<file path="src/rtl/alu_pkg.sv">
// alu_pkg: funct codes, HI/LO write select and sequencer state encoding shared by the ALU, shifter and divider control.
package alu_pkg;
    typedef logic [5:0] funct_t;
    localparam funct_t F_AND      = 6'd36;
    localparam funct_t F_OR       = 6'd37;
    localparam funct_t F_ADD      = 6'd32;
    localparam funct_t F_SUB      = 6'd34;
    localparam funct_t F_SLT      = 6'd42;
    localparam funct_t F_SRL      = 6'd2;
    localparam funct_t F_MULTU    = 6'd25;
    localparam funct_t F_DIVU     = 6'd27;
    localparam funct_t F_MFHI     = 6'd16;
    localparam funct_t F_MFLO     = 6'd18;
    localparam funct_t F_HILO_SEL = 6'b111111;
    localparam logic [1:0] ST_IDLE  = 2'd0;
    localparam logic [1:0] ST_LOAD  = 2'd1;
    localparam logic [1:0] ST_RUN   = 2'd2;
    localparam logic [1:0] ST_WRITE = 2'd3;
    function automatic logic is_alu_op(input funct_t f);
        return f inside {F_AND, F_OR, F_ADD, F_SUB, F_SLT, F_SRL, F_MFHI, F_MFLO};
    endfunction
    function automatic logic is_md_op(input funct_t f);
        return f inside {F_MULTU, F_DIVU};
    endfunction
endpackage

</file>
<file path="src/rtl/md_sequencer_if.sv">
// md_sequencer_if: op handshake plus datapath control bundle between requester/datapath and the sequencer.
interface md_sequencer_if;
    import alu_pkg::*;
    logic   op_valid;
    funct_t op_funct;
    logic   op_ready;
    logic   div_zero;
    funct_t alu_sel;
    logic   md_load;
    logic   md_step;
    logic   md_is_div;
    logic   hilo_we;
    logic   busy;
    logic   done;
    logic   dz_flag;
    logic   illegal;
    modport master (
        output op_valid, op_funct, div_zero,
        input  op_ready, alu_sel, md_load, md_step, md_is_div, hilo_we, busy, done, dz_flag, illegal
    );
    modport slave (
        input  op_valid, op_funct, div_zero,
        output op_ready, alu_sel, md_load, md_step, md_is_div, hilo_we, busy, done, dz_flag, illegal
    );
endinterface

</file>
<file path="src/rtl/md_step_counter.sv">
// md_step_counter: iteration counter for multiply/divide, cleared on demand, flags the final step.
module md_step_counter #(
    parameter int STEPS = 32
) (
    input  logic clk,
    input  logic clear,
    input  logic enable,
    output logic tc
);
    localparam int CW = $clog2(STEPS) + 1;
    logic [CW-1:0] cnt_q, cnt_d;
    always_comb cnt_d = clear ? '0 : enable ? cnt_q + CW'(1) : cnt_q;
    always_ff @(posedge clk) cnt_q <= cnt_d;
    assign tc = cnt_q == CW'(STEPS - 1);
endmodule

</file>
<file path="src/rtl/md_sequencer.sv">
// md_sequencer: issues ALU selects and sequences iterative MULTU/DIVU through LOAD, RUN and WRITE.
module md_sequencer
    import alu_pkg::*;
#(
    parameter int STEPS = 32
) (
    input logic clk,
    input logic reset,
    md_sequencer_if.slave bus
);
    logic [1:0] state_q, state_d;
    funct_t sel_q, sel_d;
    logic div_q, div_d, dz_q, dz_d, ill_q, ill_d;
    logic accept, is_alu, is_md, tc;
    assign bus.op_ready = state_q == ST_IDLE && !reset;
    assign accept = bus.op_valid && bus.op_ready;
    assign is_alu = is_alu_op(bus.op_funct);
    assign is_md  = is_md_op(bus.op_funct);
    always_comb begin
        state_d = state_q == ST_IDLE ? ((accept && is_md) ? ST_LOAD : ST_IDLE)
                : state_q == ST_LOAD ? ((div_q && bus.div_zero) ? ST_WRITE : ST_RUN)
                : state_q == ST_RUN  ? (tc ? ST_WRITE : ST_RUN)
                : ST_IDLE;
        sel_d = (accept && is_alu) ? bus.op_funct : '0;
        div_d = (accept && is_md) ? bus.op_funct == F_DIVU : state_q == ST_WRITE ? 1'b0 : div_q;
        // zero-divisor verdict is latched in LOAD and only shown in WRITE
        dz_d  = state_q == ST_LOAD ? div_q && bus.div_zero : dz_q;
        ill_d = accept && !is_alu && !is_md;
    end
    always_ff @(posedge clk) begin
        if (reset) begin
            state_q <= ST_IDLE;
            sel_q   <= '0;
            div_q   <= 1'b0;
            dz_q    <= 1'b0;
            ill_q   <= 1'b0;
        end else begin
            state_q <= state_d;
            sel_q   <= sel_d;
            div_q   <= div_d;
            dz_q    <= dz_d;
            ill_q   <= ill_d;
        end
    end
    md_step_counter #(.STEPS(STEPS)) u_cnt (
        .clk   (clk),
        .clear (reset || state_q == ST_LOAD),
        .enable(state_q == ST_RUN),
        .tc    (tc)
    );
    assign bus.alu_sel   = state_q == ST_WRITE ? F_HILO_SEL : sel_q;
    assign bus.md_load   = state_q == ST_LOAD;
    assign bus.md_step   = state_q == ST_RUN;
    assign bus.md_is_div = div_q;
    assign bus.hilo_we   = state_q == ST_WRITE;
    assign bus.done      = state_q == ST_WRITE;
    assign bus.dz_flag   = state_q == ST_WRITE && dz_q;
    assign bus.busy      = state_q != ST_IDLE;
    assign bus.illegal   = ill_q;
endmodule

</file>
<file path="src/flat_wrapper.sv">
// flat-port wrapper written by rule: the top's interface ports become plain ports
module md_sequencer_flat import alu_pkg::*;
#(
    parameter int STEPS = 32
)
  (clk, reset, bus_op_valid, bus_op_funct, bus_div_zero, bus_op_ready, bus_alu_sel, bus_md_load, bus_md_step, bus_md_is_div, bus_hilo_we, bus_busy, bus_done, bus_dz_flag, bus_illegal);
  md_sequencer_if bus_i ();
  input logic clk;
  input logic reset;
  input wire logic [$bits(bus_i.op_valid)-1:0] bus_op_valid;
  input wire logic [$bits(bus_i.op_funct)-1:0] bus_op_funct;
  input wire logic [$bits(bus_i.div_zero)-1:0] bus_div_zero;
  output wire logic [$bits(bus_i.op_ready)-1:0] bus_op_ready;
  output wire logic [$bits(bus_i.alu_sel)-1:0] bus_alu_sel;
  output wire logic [$bits(bus_i.md_load)-1:0] bus_md_load;
  output wire logic [$bits(bus_i.md_step)-1:0] bus_md_step;
  output wire logic [$bits(bus_i.md_is_div)-1:0] bus_md_is_div;
  output wire logic [$bits(bus_i.hilo_we)-1:0] bus_hilo_we;
  output wire logic [$bits(bus_i.busy)-1:0] bus_busy;
  output wire logic [$bits(bus_i.done)-1:0] bus_done;
  output wire logic [$bits(bus_i.dz_flag)-1:0] bus_dz_flag;
  output wire logic [$bits(bus_i.illegal)-1:0] bus_illegal;
  assign bus_i.op_valid = bus_op_valid;
  assign bus_i.op_funct = bus_op_funct;
  assign bus_i.div_zero = bus_div_zero;
  assign bus_op_ready = bus_i.op_ready;
  assign bus_alu_sel = bus_i.alu_sel;
  assign bus_md_load = bus_i.md_load;
  assign bus_md_step = bus_i.md_step;
  assign bus_md_is_div = bus_i.md_is_div;
  assign bus_hilo_we = bus_i.hilo_we;
  assign bus_busy = bus_i.busy;
  assign bus_done = bus_i.done;
  assign bus_dz_flag = bus_i.dz_flag;
  assign bus_illegal = bus_i.illegal;
  md_sequencer #(.STEPS(STEPS)) u_core (.clk(clk), .reset(reset), .bus(bus_i));
endmodule
</file>
<file path="config.mk">
export PLATFORM = sky130hd
export DESIGN_NAME = md_sequencer_flat
export DESIGN_NICKNAME = d
export VERILOG_FILES = /design/src/rtl/alu_pkg.sv /design/src/rtl/md_sequencer_if.sv /design/src/rtl/md_step_counter.sv /design/src/rtl/md_sequencer.sv /design/src/flat_wrapper.sv
export SDC_FILE = /design/constraint.sdc
export NUM_CORES = 1
export LEC_CHECK = 0
export BUFFER_PORTS_ARGS = -buffer_cell sky130_fd_sc_hd__buf_4
export CAP_MARGIN = 20
export CELL_PAD_IN_SITES_DETAIL_PLACEMENT = 0
export CELL_PAD_IN_SITES_GLOBAL_PLACEMENT = 1
export CORE_MARGIN = 8
export CORE_UTILIZATION = 35
export DETAILED_ROUTE_END_ITERATION = 8
export GPL_TIMING_DRIVEN = 0
export PLACE_DENSITY = 0.78
export SYNTH_ARGS = -nofsm -noshare
export SYNTH_HDL_FRONTEND = slang
export SYNTH_SLANG_ARGS = --single-unit
export TNS_END_PERCENT = 20
</file>
<file path="constraint.sdc">
create_clock -name clk -period 1.9 [get_ports clk]
set_clock_uncertainty 0.1 [all_clocks]
set_input_delay 0.38 -clock clk [delete_from_list [all_inputs] [get_ports clk]]
set_output_delay 0.38 -clock clk [all_outputs]
set_load 0.02 [all_outputs]
</file>
---- Word-level counts from Yosys, hierarchy flattened ----
Index checks and enable logic that the tools add are counted.
Widths: inputs -> output; s select.
operators by class
  add/subtract/negate cells ............... 1
  divide/modulo/power cells ............... 0
  eq/ne operators ......................... 14
  reductions and logical operators ........ 18
  order comparisons ....................... 0
  shift operators ......................... 0
  bitwise logic cells ..................... 1
  multiply operators ...................... 0
  muxes and demuxes ....................... 9
operators by type and width
  kind                 number
  $eq 6x5->1 const B   5
  $eq 6x6->1 const B   5
  $logic_and 1x1->1    8
  $reduce_bool 8->1    1
  $add 6x1->6 const B  1
  $eq 6x2->1 const B   1
  $mux 2               3
  $mux 6               1
  $reduce_bool 2->1    3
  $mux 1               5
  $eq 2x2->1 const B   2
  $logic_not 1->1      3
  $eq 2x1->1 const B   1
  $logic_not 2->1      1
  $reduce_or 2->1      1
  $logic_or 1x1->1     1
  $not 1->1            1
storage, ports and cells
  bits in read-only memories .............. 0
  latch bits .............................. 0
  output and inout port bits .............. 15
  register bits ........................... 17
  memory bits (writable) .................. 0
  memories kept ........................... 0
  input bits .............................. 10

---- Depth between registers and ports, before layout ----
  depth in word-level cells ............... 6
  depth in mapped cells ................... 6
  gate-level depth less buffers ........... 5

---- Cells and area by module ----
A second synthesis with hierarchy kept.
second synthesis, totals
  cells, all modules ...................... 88
  area total of the unflattened synthesis .. 832.0 um^2
by module, submodules not included
  module           instances  cells an instance  area an instance (um^2)
  md_sequencer     1          62                 583.1
  md_step_counter  1          26                 249.0

---- Worst setup path before layout ----
OpenSTA, ideal clock, no wires.
  path kind ............................... register to register
  start point ............................. register u_core.state_q[0]
  end point ............................... register u_core.state_q[0]
  clock period less this slack ............ 1.691 ns
  setup time .............................. 0.074 ns
  setup slack ............................. 0.209 ns
  arrival time ............................ 1.517 ns
  stages on the path, launching flop included .. 6
  path buffers ............................ 0
  path through ............................ dfxtp_1 -> inv_1 -> ha_1 -> nand4_2 -> or4_1 -> a31oi_1
between the ends
  elaborated cells on any way between the ends .. 10
RTL lines
  element                   RTL line            RTL
  start: declaration        md_sequencer.sv:11  logic [1:0] state_q, state_d;
  start signal: assignment  md_sequencer.sv:38  state_q <= state_d;
  $eq 2x2->1                -
  via bus_md_step           flat_wrapper.sv:16  output wire logic [$bits(bus_i.md_step)-1:0] bus_md_step;
  $mux 2                    md_sequencer.sv:22  : state_q == ST_RUN ? (tc ? ST_WRITE : ST_RUN)
  $mux 2                    md_sequencer.sv:21  : state_q == ST_LOAD ? ((div_q && bus.div_zero) ? ST_WRITE : ST_RUN)
  $mux 2                    md_sequencer.sv:20  state_d = state_q == ST_IDLE ? ((accept && is_md) ? ST_LOAD : ST_IDLE)
The timed path passes the listed nets, and every way through them passes these cells.
A chain may end at the register's enable or synchronous reset.

---- Worst setup path in the final report ----
  start point ............................. register u_core.state_q[0]
  end point ............................... output bus_alu_sel[0]
between the ends
  word-level cells in the longest chain between the ends .. 2
ends and longest elaborated chain
  element           RTL line            RTL
  $eq 2x2->1        md_sequencer.sv:51  assign bus.alu_sel = state_q == ST_WRITE ? F_HILO_SEL : sel_q;
  $mux 6            md_sequencer.sv:51
  end: declaration  flat_wrapper.sv:14  output wire logic [$bits(bus_i.alu_sel)-1:0] bus_alu_sel;
Every way passes these cells.

==> run_results.csv <==
group,metric,value,unit
detailed_routing,drc,0,
detailed_routing,ant_nets,0,
timing,relSlewSlack,69.5,%
synthesis,synth_area,793,µm²
timing,grt_setup_unrepaired,"no",
pwr,peakVddDrop,0.352,mV
synthesis,syn_inst,87,
clock_network,cts_setup_buffers,0,
detailed_routing,viasPerCell,4.48,
timing,tightest_slew,0.452,ns
timing,setup_viol,0,
synthesis,ys.flop_type,"dfxtp_1",
critical_path,worstSetupPathType,"flop to output pin",
die,num_rows,17,
synthesis,synthArstFlopShare,0,%
synthesis,yosys.area.top_type_share,42.9,%
clock_network,clock_path_buffers,2,
synthesis,synth-edff-count,0,
synthesis,synth_top_area_cell,"dfxtp_1",
critical_path,path_cells,"ha_2 -> or2_2 -> buf_4",
critical_path,cp.required,1.42,ns
detailed_routing,vias,640,
synthesis,synth_mux_area_share,2.68,%
synthesis,yosysWarningCount,0,
synthesis,ys_top_cells_by_count,"dfxtp_1 (17), or2_2 (8), nand2_1 (7), nor2_1 (6), ha_1 (5)",
layout,final_layout_size_suffix_gt1_share,35.7,%
layout,num_antenna_cells,0,
synthesis,synth_xor_xnor_area_share,4.42,%
timing,max_freq,554,MHz
layout,syn2layout_area_growth,30.8,%
synthesis,yosys.area_share.simple,32.6,%
placed_design,place_area,0.00101,mm²
detailed_routing,wl,1690,µm
clock_network,hold_buffers,0,
clock_network,cts_resized,1,
detailed_routing,drt_pass1_iterations,3,
status,outcome,"finished clean",
clock_network,clk_latency,0.28,ns
placed_design,post-dp-hpwl,1320,µm
clock_network,cts_root_buf,"clkbuf_4",
synthesis,syn-num-nets,102,
synthesis,synth_fa_ha_area_share,7.89,%
min_path,hp-class,"input port to flop",
synthesis,yosys-top-cells-area,"dfxtp_1 (43%), ha_1 (7.9%), or2_2 (6.3%)",
die,initial_core_util,36.6,%
flow_run,maxCapViolCount,0,
placed_design,globalplace.congestion,0.775,
grt,grt_max_degree,11,
critical_path,cp_top_family,"flip-flops",
critical_path,path_max_fanout,10,
timing,timing.final.crit_period,1.81,ns
clock_network,cts_tree,"done",
grt,antenna_found_initial,0,
detailed_routing,wl_per_cell,11.8,µm
clock_network,cts-htree-levels,1,
detailed_routing,drt-initial-drc-count,12,
critical_path,endpoint_kind,"output pin",
pwr,power_density,582,mW/mm²
die,die_h,63.6,µm
clock_network,clock-sinks,17,
die,design.die.area,0.00405,mm²
critical_path,crit_slowest_cell,"dfxtp_1",
clock_network,cts_buffers,3,
grt,grt_pass1_vias,679,
grt,grt_pass1_wl,2970,µm
synthesis,ys_seq_area_share,42.9,%
critical_path,critical_path.max_stage_delay,0.34,ns
synthesis,synth-compound-area-share,5.05,%
critical_path,path_buf_inv,1,
pwr,p_leak,0.484,nW
timing,finalHoldViolations,0,
die,core_area,0.00217,mm²
timing,final.period_utilization,95.1,%
timing,maxSlewViolCount,0,
synthesis,yosysMostFrequentCell,"dfxtp_1",
die,dieWidth,63.6,µm
synthesis,synth_top_family_by_area,"simple AND/OR/NAND/NOR gates",
die,ios,25,
critical_path,cp-start-kind,"flop",
clock_network,clk_pin_slew,0.09,ns
layout,final_nets,131,
layout,design_area,0.00104,mm²
synthesis,yosys_register_bits,17,
grt,track_usage,8.79,%
synthesis,synth_cell_types,32,
synthesis,synth.avg_cell_area,9.12,µm²
grt,grt.overflow.total,0,
placed_design,port_buffers,24,
timing,setup_tns,0,ns
critical_path,arrival,1.33,ns
==> through the flow <==
| stage | util (%) | std cells | hold WS [ns] | total power, mW | worst slack [ns] |
|---|---|---|---|---|---|
| 2_1_floorplan | - | 87 | 0.340 | 0.396 | 0.209 |
| 3_3_place_gp | 46.5 | 139 | 0.357 | 0.427 | 0.220 |
| 5_1_grt | 47.8 | 143 | 0.184 | 0.637 | 0.0173 |
| 3_5_place_dp | 46.5 | 139 | 0.361 | 0.428 | 0.203 |
| 6_report | 47.8 | 143 | 0.206 | 0.604 | 0.0937 |
| 4_1_cts | 47.8 | 143 | 0.197 | 0.614 | 0.0729 |
==> cell families after synthesis <==
group           Yosys count
compound gates            6
xor+xnor                  4
fa+ha+maj                 5
simple gates             45
buf+inv                   8
flops                    17
mux                       2
==> path summary, 6_finish.rpt <==
| kind | startpoint | to | slack [ns] | depth (start not counted) |
|---|---|---|---|---|
| max | u_core.state_q[0]$_SDFF_PP0_ | bus_alu_sel[0] | 0.09 | 3 |
| min | bus_op_funct[0] | u_core.sel_q[0]$_SDFF_PP0_ | 0.21 | 2 |
| max reg2reg | u_core.state_q[0]$_SDFF_PP0_ | u_core.state_q[0]$_SDFF_PP0_ | 0.18 | 5 |
| min reg2reg | u_core.dz_q$_SDFFE_PP0P_ | u_core.dz_q$_SDFFE_PP0P_ | 0.37 | 2 |
==> registers in the layout (all words and copies together) (netlist names) <==
signal and flops:
u_core.u_cnt.cnt_q 6, u_core.state_q 2, u_core.bus.md_is_div 1, u_core.dz_q 1
u_core.sel_q 6, u_core.bus.illegal 1
==> where the power goes <==
group          leakage [nW]  switching (mW)  internal [mW]
combinational         0.332          0.0297         0.0286
clock                0.0150           0.104         0.0814
sequential            0.137        0.000937          0.359
total                 0.484           0.135          0.469
==> per-layer routing <==
metal,up-vias,wire length (µm),global-route usage [%]
met5,-,0,0
met4,0,27,5.85
met3,2,53,1.77
met2,11,803,14.3
met1,278,803,10.1
li1,349,-,-
==> layout by cell type, fill, tap and decap left out, types with 2 or more instances in the layout <==
cell type,synthesis,final
a21oi_1,2,2
and2_1,2,2
buf_4,1,25
clkbuf_1,2,3
clkbuf_4,0,3
dfxtp_1,17,17
ha_1,5,4
inv_1,4,4
nand2_1,7,7
nand2b_1,2,2
nand3_1,2,2
nand4_1,3,3
nor2_1,6,6
nor2b_1,2,2
nor3_1,4,4
nor3b_1,2,2
or2_2,8,8
xor2_1,3,3
==> cell type report <==
type                    instances  area (µm²)
fillers                       230        1130
multi-input cells              62         420
flip-flops and latches         17         340
repair buffers                 24         180
well taps                      28        35.0
clock buffers                   4        26.3
plain buffers                   4        20.0
inverters                       4        15.0
(Power assumes the default switching activity.)
